### src/rtl/rom_arb_pkg.sv
// Shared types and constants for the ROM fetch arbiter: requester ids, FSM states and the
// fixed priority order table.
package rom_arb_pkg;

    localparam int unsigned NUM_REQ = 3;

    typedef logic [1:0] req_id_t;

    localparam req_id_t REQ_MAIN = 2'd0;
    localparam req_id_t REQ_CSD  = 2'd1;
    localparam req_id_t REQ_SND  = 2'd2;

    typedef enum logic [1:0] {
        StIdle,
        StIssue,
        StWait
    } state_e;

    // Search order for the fixed-priority build: CSD, then main CPU, then sound CPU.
    localparam req_id_t PRIO_ORDER [NUM_REQ] = '{REQ_CSD, REQ_MAIN, REQ_SND};

    function automatic req_id_t next_id(input req_id_t id);
        return (id >= REQ_SND) ? REQ_MAIN : req_id_t'(id + 2'd1);
    endfunction

endpackage

### src/rtl/rom_arb_pick.sv
// Combinational winner selector. Fixed-priority table walk by default; with
// ROM_ARB_ROUND_ROBIN_EN defined the search walks requester ids starting at start_i.
module rom_arb_pick
    import rom_arb_pkg::*;
(
    input  logic [NUM_REQ-1:0] pending_i,
    input  req_id_t            start_i,
    output req_id_t            id_o,
    output logic               any_o
);

    req_id_t slot;
    req_id_t cand;

    always_comb begin
        id_o  = REQ_MAIN;
        any_o = 1'b0;
        slot  = start_i;
        cand  = REQ_MAIN;
        for (int unsigned k = 0; k < NUM_REQ; k++) begin
`ifdef ROM_ARB_ROUND_ROBIN_EN
            cand = slot;
`else
            cand = PRIO_ORDER[slot];
`endif
            if (!any_o && pending_i[cand]) begin
                id_o  = cand;
                any_o = 1'b1;
            end
            slot = next_id(slot);
        end
    end

endmodule

### src/rtl/rom_cpu_arbiter.sv
// Arbitrates three CPU ROM fetch ports onto one toggle-handshake SDRAM read port, caching the
// last word per requester. Define ROM_ARB_ROUND_ROBIN_EN for rotating priority.
module rom_cpu_arbiter
    import rom_arb_pkg::*;
#(
    parameter int unsigned AW = 16,
    parameter int unsigned DW = 16
) (
    input  logic                        clk_sys,
    input  logic                        reset,
    input  logic                        dl_active,
    input  logic [NUM_REQ-1:0][AW-1:0]  req_addr,
    output logic [NUM_REQ-1:0][DW-1:0]  req_q,
    output logic [NUM_REQ-1:0]          req_busy,
    output logic                        mem_req,
    input  logic                        mem_ack,
    output logic [AW-1:0]               mem_addr,
    input  logic [DW-1:0]               mem_q
);

    state_e                       state_q, state_d;
    req_id_t                      id_q, id_d;
    logic [AW-1:0]                mem_addr_q, mem_addr_d;
    logic                         mem_req_q, mem_req_d;
    logic [NUM_REQ-1:0][DW-1:0]   data_q, data_d;
    logic [NUM_REQ-1:0][AW-1:0]   last_addr_q, last_addr_d;
    logic [NUM_REQ-1:0]           valid_q, valid_d;
    logic                         dl_q;

    logic                         dl_fall;
    logic                         ack_match;
    logic [NUM_REQ-1:0]           valid_eff;
    logic [NUM_REQ-1:0]           pending;
    req_id_t                      pick_start;
    req_id_t                      pick_id;
    logic                         pick_any;

    assign dl_fall   = dl_q & ~dl_active;
    assign ack_match = (mem_ack == mem_req_q);
    // A falling download edge invalidates the cache in the very cycle it is seen.
    assign valid_eff = dl_fall ? '0 : valid_q;

    always_comb begin
        for (int unsigned i = 0; i < NUM_REQ; i++) begin
            pending[i] = ~valid_eff[i] | (req_addr[i] != last_addr_q[i]);
        end
    end

`ifdef ROM_ARB_ROUND_ROBIN_EN
    req_id_t ptr_q, ptr_d;

    always_ff @(posedge clk_sys or posedge reset) begin
        if (reset) begin
            ptr_q <= REQ_MAIN;
        end else begin
            ptr_q <= ptr_d;
        end
    end

    always_comb begin
        ptr_d = ptr_q;
        if (state_q == StIdle && !dl_active && pick_any && ack_match) begin
            ptr_d = next_id(pick_id);
        end
    end

    assign pick_start = ptr_q;
`else
    assign pick_start = req_id_t'(0);
`endif

    rom_arb_pick u_pick (
        .pending_i (pending),
        .start_i   (pick_start),
        .id_o      (pick_id),
        .any_o     (pick_any)
    );

    always_comb begin
        state_d     = state_q;
        id_d        = id_q;
        mem_addr_d  = mem_addr_q;
        mem_req_d   = mem_req_q;
        data_d      = data_q;
        last_addr_d = last_addr_q;
        valid_d     = valid_q;

        unique case (state_q)
            StIdle: begin
                // ack_match also keeps us parked after a reset that left a read in flight.
                if (!dl_active && pick_any && ack_match) begin
                    id_d       = pick_id;
                    mem_addr_d = req_addr[pick_id];
                    state_d    = StIssue;
                end
            end
            StIssue: begin
                mem_req_d = ~mem_req_q;
                state_d   = StWait;
            end
            StWait: begin
                if (ack_match) begin
                    data_d[id_q]      = mem_q;
                    last_addr_d[id_q] = mem_addr_q;
                    valid_d[id_q]     = 1'b1;
                    state_d           = StIdle;
                end
            end
            default: state_d = StIdle;
        endcase

        if (dl_fall) begin
            valid_d = '0;
        end
    end

    always_ff @(posedge clk_sys or posedge reset) begin
        if (reset) begin
            state_q     <= StIdle;
            id_q        <= REQ_MAIN;
            mem_addr_q  <= '0;
            mem_req_q   <= 1'b0;
            data_q      <= '0;
            last_addr_q <= '0;
            valid_q     <= '0;
            dl_q        <= 1'b0;
        end else begin
            state_q     <= state_d;
            id_q        <= id_d;
            mem_addr_q  <= mem_addr_d;
            mem_req_q   <= mem_req_d;
            data_q      <= data_d;
            last_addr_q <= last_addr_d;
            valid_q     <= valid_d;
            dl_q        <= dl_active;
        end
    end

    assign req_q    = data_q;
    assign req_busy = pending;
    assign mem_req  = mem_req_q;
    assign mem_addr = mem_addr_q;

endmodule

### config.mk
export PLATFORM = sky130hd
export DESIGN_NAME = rom_cpu_arbiter
export DESIGN_NICKNAME = d
export VERILOG_FILES = /design/src/rtl/rom_arb_pkg.sv /design/src/rtl/rom_arb_pick.sv /design/src/rtl/rom_cpu_arbiter.sv
export SDC_FILE = /design/constraint.sdc
export NUM_CORES = 1
export LEC_CHECK = 0
export ABC_AREA = 1
export CAP_MARGIN = 20
export CORE_AREA = 2 2 125 158
export CTS_BUF_LIST = sky130_fd_sc_hd__clkbuf_8 sky130_fd_sc_hd__clkbuf_16
export DETAILED_ROUTE_END_ITERATION = 10
export DIE_AREA = 0 0 127 160
export GPL_TIMING_DRIVEN = 0
export PLACE_DENSITY_LB_ADDON = 0.1
export SYNTH_ARGS = -nofsm -noshare
export SYNTH_HDL_FRONTEND = slang
export SYNTH_SLANG_ARGS = --single-unit
export TNS_END_PERCENT = 100
### constraint.sdc
create_clock -name clk_sys -period 4.89 [get_ports clk_sys]
set_input_delay 0.7335 -clock clk_sys [delete_from_list [all_inputs] [get_ports clk_sys]]
set_output_delay 0.7335 -clock clk_sys [all_outputs]
set_load 0.05 [all_outputs]
==> results of run 1 <==
## through the flow
step                      utilization [%]  cell area [sq um]  hold WS [ps]
after floorplan                         -               6510           463
after global placement               43.0               8150           465
after detailed placement             43.2               8190           472
after CTS                            46.2               8760           486
after global routing                 46.2               8760           504
final                                46.2               8760           483
## area by class of cell
| type | count | share of cell area (%) |
|---|---|---|
| plain buffers | 33 | 2.39 |
| clock buffers | 20 | 5.33 |
| clock inverters | 11 | 1.21 |
| inverters | 134 | 5.80 |
| multi-input cells | 628 | 31.6 |
| flip-flops and latches | 121 | 34.6 |
| well taps | 236 | 3.37 |
| repair buffers | 136 | 15.7 |
## tightest hold or removal path: stages (launching register included)
cell     delay [ps]
dfrtp_1         340
nand2_1          50
o21ai_0          60
## metal layers
metal | part of all wire [%] | routed length, microns | up-vias
li1 | - | - | 3107
met1 | 44 | 8850 | 2666
met2 | 49 | 9860 | 126
met3 | 4.4 | 880 | 22
met4 | 1.7 | 331 | 0
met5 | 0 | 0 | -
## power by group through the flow
| stage | Clock, mW | Combinational (mW) | Sequential, mW |
|---|---|---|---|
| after floorplan | 0 | 0.651 | 2.13 |
| after global placement | 0 | 1.95 | 1.53 |
| after detailed placement | 0 | 1.96 | 1.53 |
| after CTS | 1.25 | 1.97 | 1.52 |
| after global routing | 1.30 | 2.12 | 1.56 |
| final | 1.23 | 1.95 | 1.51 |
## flip-flops by register name (all words and copies together) (netlist names)
signal	count
state_q	2
dl_q	1
mem_req	1
last_addr_q	48
req_q	48
mem_addr	16
id_q	2
valid_q	3
## kinds of logic (layout without fill, tap and decap cells)
| kind of cell | after synthesis | in the layout | share of synthesized area, % |
|---|---|---|---|
| buf+inv | 167 | 334 | 10.9 |
| simple gates | 505 | 505 | 32.1 |
| compound gates | 107 | 107 | 8.23 |
| flops | 121 | 121 | 46.5 |
| xor+xnor | 16 | 16 | 2.15 |
## synthesized netlist by cell type
cell type / n
inv_1: 133
dfrtp_1: 121
nor4_1: 1
nor3_1: 3
nor2_1: 65
buf_4: 2
buf_12: 1
o21ai_1: 1
xor2_1: 9
and2_1: 1
clkbuf_8: 3
nand4_1: 19
buf_8: 1
a21oi_1: 4
nand3_2: 3
nor2_4: 7
or2_2: 2
buf_2: 10
nand3_1: 28
nor2_2: 6
o21ai_0: 102
xnor2_1: 7
nand3_4: 1
buf_6: 1
inv_2: 1
clkbuf_1: 15
nand2_1: 369
## path summary, 6_finish.rpt
| check | slack [ps] | cells after the start | from | endpoint |
|---|---|---|---|---|
| max in group asynchronous | 3400 | 3 | reset | last_addr_q[27] |
| min in group asynchronous | 750 | 2 | reset | req_q[12] |
| hold / removal | 480 | 2 | req_q[9] | req_q[9] |
| hold reg to reg | 480 | 2 | req_q[9] | req_q[9] |
| setup / recovery | 1300 | 10 | dl_active | req_busy[1] |
| setup reg to reg | 2690 | 9 | mem_req | mem_addr[6] |
==> impl_metrics.yaml, run 1 <==
drt:
  postRouteAntennaNets: 0
  drt_wl_total_microns: 19900
  routed_wire_length_per_instance_microns: 15.1
  vias_per_cell: 4.49
  dr_total_vias: 5921
  drt_pre_antenna_iters: 4
  detail_route.drc_violations: 0
  drt_iter0_drc: 244
timing:
  slew_violations: 0
  final.setup_skew_ps: 8.39
  tightest_slew_margin_relative_to_the_limit_pct: 47.0
  tightest_slew_ps: 788
  rsz0062_at_grt: "no"
  final-setup-viol-count: 0
  setup_total_neg_slack_ps: 0
  post-route-worst-setup-slack_ps: 1300
  final_hold_viol_count: 0
  layout_min_cycle_time_ps: 3590
  final.period_utilization_pct: 73.5
  fmax_mhz: 278
hold_path:
  min-delay-path-class: "reg -> reg"
global_routing:
  global_routing_usage_on_met1_pct: 25.5
  globalRoute.totalOverflow: 0
  largest_net_degree_at_the_start_of_global_routing: 67
  global_route.peak_usage_layer: "met2"
  number_of_antenna_violations_at_the_first_check_in_global_routing: 0
  global_route.usage.total_pct: 20.8
  grt_pass1_wl_microns: 32600
  first_global_vias: 6124
  gr-usage-met2_pct: 36.5
  grt_use_met3_pct: 4.79
floorplanning:
  core_sq_um: 19000
  die_h_microns: 160
  start_util_pct: 34.3
  core.rowCount: 57
  chipWidth_microns: 127
  boundaryPins: 136
  design.die.area_sq_um: 20300
critical_path:
  critical_path_arrival_ps: 2860
  cp_max_fo: 6
  crit_path_cell_trace: "clkdlybuf4s50_1 -> nor2_4 -> nor2_4 -> nand2_1 -> nor2_1 -> nand3_1 -> nor2_2 -> inv_1 -> buf_4 -> clkdlybuf4s50_1"
  end_kind: "output pin"
  crit_path_max_delay_family: "buffers and inverters"
  cp_data_required_time_ps: 4160
  max_stage_delay_ps: 680
  cp-start-kind: "primary input"
  cp.buffers_inverters: 4
  timing.critical_path.slowest_stage_cell: "clkdlybuf4s50_1"
  criticalPathCategory: "in -> out"
finish:
  layout.nets: 1139
  fillcell_total: 1980
  multi_input_comb_area_sq_um: 2770
  share_of_cells_above_drive_strength_1_pct: 6.28
  instances_no_fill: 1319
  antenna_cells: 0
  footprint_of_the_flip_flops_and_latches_sq_um: 3030
  mostFrequentLayoutCells: "nand2_1, inv_1, clkdlybuf4s50_1"
  layout.cells.most_common: "nand2_1"
  synth_to_layout_area_growth_pct: 34.6
flow_run:
  max_cap_violations: 0
clock_tree:
  ctsLongestPathBuffers: 2
  clk_root_buffer_cell: "clkbuf_16"
  clock-sinks: 121
  clk_pin_slew_worst_paths_ps: 50
  number_of_buffers_inserted_by_post_cts_setup_repair: 0
  tritoncts_clock_tree: "built"
  number_of_h_tree_levels: 4
  cts_inserted_buffers: 17
  clock_latency_ps: 420
  post_cts_hold_buffer_count: 0
  ctsResizeCount: 0
logic_synthesis:
  netlist.area_leader.share_pct: 46.5
  synth_fp_nets: 984
  post_synth_main_area_contributors: "dfrtp_1, nand2_1, o21ai_0"
  ys_seq_area_share_pct: 46.5
  syn_avg_cell_area_sq_um: 7.10
  post_synth_inst_count: 916
  yosys_register_bits: 121
  synth_cell_type_count: 27
  post_synth_instance_area_sq_um: 6510
  synthesis.yosys.warnings: 0
  cell_type_with_the_largest_total_area_after_synthesis: "dfrtp_1"
power_and_ir_drop:
  power.density_nw_per_um2: 536
  combPwrFrac_pct: 41.5
  cellLeakagePower_nw: 4.40
  clkPwrFrac_pct: 26.2
  fin_total_pwr_mw: 4.69
  switching_power_mw: 1.97
  switching_share_pct: 42.0
  seq_power_share_pct: 32.3
  cell_internal_pwr_mw: 2.72
  ir_worst_vdd_mv: 0.366
placement:
  gpl.final_weighted_congestion: 0.859
  dpl_cells: 1288
  io_buffers: 135
  place_ws_ps: 1280
  dp_hpwl_microns: 15400
outcome:
  status: "complete, no violations"
Power figures use the tool's default switching activity.
==> inputs of run 2 (changes only) <==
==> constraint.sdc (replaced) <==
create_clock -name clk_sys -period 3.01 [get_ports clk_sys]
set_input_delay 0.4515 -clock clk_sys [delete_from_list [all_inputs] [get_ports clk_sys]]
set_output_delay 0.4515 -clock clk_sys [all_outputs]
set_load 0.05 [all_outputs]
==> impl_metrics.yaml, run 2 (synthesis results as in run 1) <==
timing:
  tightest_slew_ps: 698
  final.period_utilization_pct: 95.7
  layout_min_cycle_time_ps: 2880
  slew_violations: 0
  rsz0062_at_grt: "no"
  final.setup_skew_ps: 14.1
  tightest_slew_margin_relative_to_the_limit_pct: 53.1
  fmax_mhz: 347
  final-setup-viol-count: 0
  setup_total_neg_slack_ps: 0
  hold_slack_ps: 366
  final_hold_viol_count: 0
  post-route-worst-setup-slack_ps: 131
finish:
  instances_no_fill: 1321
  share_of_cells_above_drive_strength_1_pct: 6.45
  stdcell_area_sq_um: 8870
  mostFrequentLayoutCells: "nand2_1, inv_1, clkdlybuf4s50_1"
  layout.core_utilization_pct: 46.8
  antenna_cells: 0
  layout.nets: 1141
  layout.cells.most_common: "nand2_1"
  synth_to_layout_area_growth_pct: 36.3
hold_path:
  min-delay-path-class: "in -> async"
clock_tree:
  clk_root_buffer_cell: "clkbuf_16"
  number_of_buffers_inserted_by_post_cts_setup_repair: 0
  clk_pin_slew_worst_paths_ps: 50
  clock-sinks: 121
  ctsLongestPathBuffers: 2
  tritoncts_clock_tree: "built"
  clock_latency_ps: 420
  post_cts_hold_buffer_count: 0
  cts_inserted_buffers: 17
  number_of_h_tree_levels: 4
placement:
  post_dp_cell_area_sq_um: 8220
  dpl_cells: 1290
  dp_hpwl_microns: 15500
  io_buffers: 135
  gpl.final_weighted_congestion: 0.843
  place_ws_ps: -60.0
drt:
  detail_route.drc_violations: 0
  vias_per_cell: 4.49
  routed_wire_length_per_instance_microns: 15.0
  dr_total_vias: 5932
  drt_pre_antenna_iters: 4
  drt_wl_total_microns: 19800
  postRouteAntennaNets: 0
  drt_iter0_drc: 310
global_routing:
  number_of_antenna_violations_at_the_first_check_in_global_routing: 0
  grt_pass1_wl_microns: 32400
  largest_net_degree_at_the_start_of_global_routing: 39
  globalRoute.totalOverflow: 0
  global_route.usage.total_pct: 20.7
  first_global_vias: 6108
power_and_ir_drop:
  power.density_nw_per_um2: 889
  fin_total_pwr_mw: 7.89
  ir_worst_vdd_mv: 0.561
  cellLeakagePower_nw: 4.44
floorplanning:
  boundaryPins: 136
  design.die.area_sq_um: 20300
  core.rowCount: 57
  chipWidth_microns: 127
  die_h_microns: 160
  core_sq_um: 19000
  start_util_pct: 34.3
critical_path:
  criticalPathCategory: "in -> out"
  cp_max_fo: 3
  timing.critical_path.slowest_stage_cell: "clkdlybuf4s50_1"
  cp-start-kind: "primary input"
  end_kind: "output pin"
  cp_data_required_time_ps: 2560
  critical_path_arrival_ps: 2430
  crit_path_cell_trace: "clkdlybuf4s50_1 -> inv_1 -> o21ai_0 -> nor2_1 -> nand2_1 -> nor2_1 -> nand3_1 -> clkdlybuf4s50_1"
  max_stage_delay_ps: 840
flow_run:
  max_cap_violations: 0
outcome:
  status: "complete, no violations"
[run 2: cell count changes in the layout (fill, tap and decap cells not counted)]
cell	change
dlygate4sd2_1	+2
clkinv_2	-3
buf_12	+3
inv_6	-1
clkbuf_8	+1
buf_16	-1
bufinv_16	+3
clkdlybuf4s50_1	-2
[run 2: report_power, final]
part	internal [mW]	total [mW]	switching [mW]
combinational	1.05	3.16	2.12
clock	1.54	2.26	0.721
sequential	2.12	2.46	0.341
total	4.71	7.89	3.18
[run 2: critical path: cells and delay by family]
kind | cells | cell delay [ps]
buf+inv | 3 | 1420
compound gates | 1 | 240
simple gates | 4 | 320
[run 2: routing by layer]
metal / GRT usage [%] / part of all wire (%)
met4: 5.99 / 1.2
met5: 0 / 0
met1: 24.7 / 42
met2: 36.4 / 51
met3: 5.73 / 5.7
[run 2: final cells by class]
type	count	area, sq um
Fill cell	1943	10100
Sequential cell	121	3030
Multi-Input combinational cell	628	2770
Timing Repair Buffer	138	1410
Inverter	134	507
Clock buffer	21	480
Tap cell	236	295
Buffer	33	209
Clock inverter	10	174
[run 2: worst paths after layout]
check / from / endpoint / slack (ps) / cells after the start
setup / recovery: req_addr[41] / req_busy[2] / 130 / 8
hold / removal: reset / req_q[13] / 370 / 2
max in group asynchronous: reset / mem_addr[13] / 1870 / 4
setup reg to reg: mem_req / mem_addr[14] / 860 / 9
min in group clk_sys: req_q[13] / req_q[13] / 490 / 2
hold reg to reg: req_q[13] / req_q[13] / 490 / 2
[run 2: timing repair]
action                                  4_1_cts  5_1_grt
gates resized for setup                       2        0
endpoints found under the hold margin         0        0
endpoints found under the setup margin        2        0
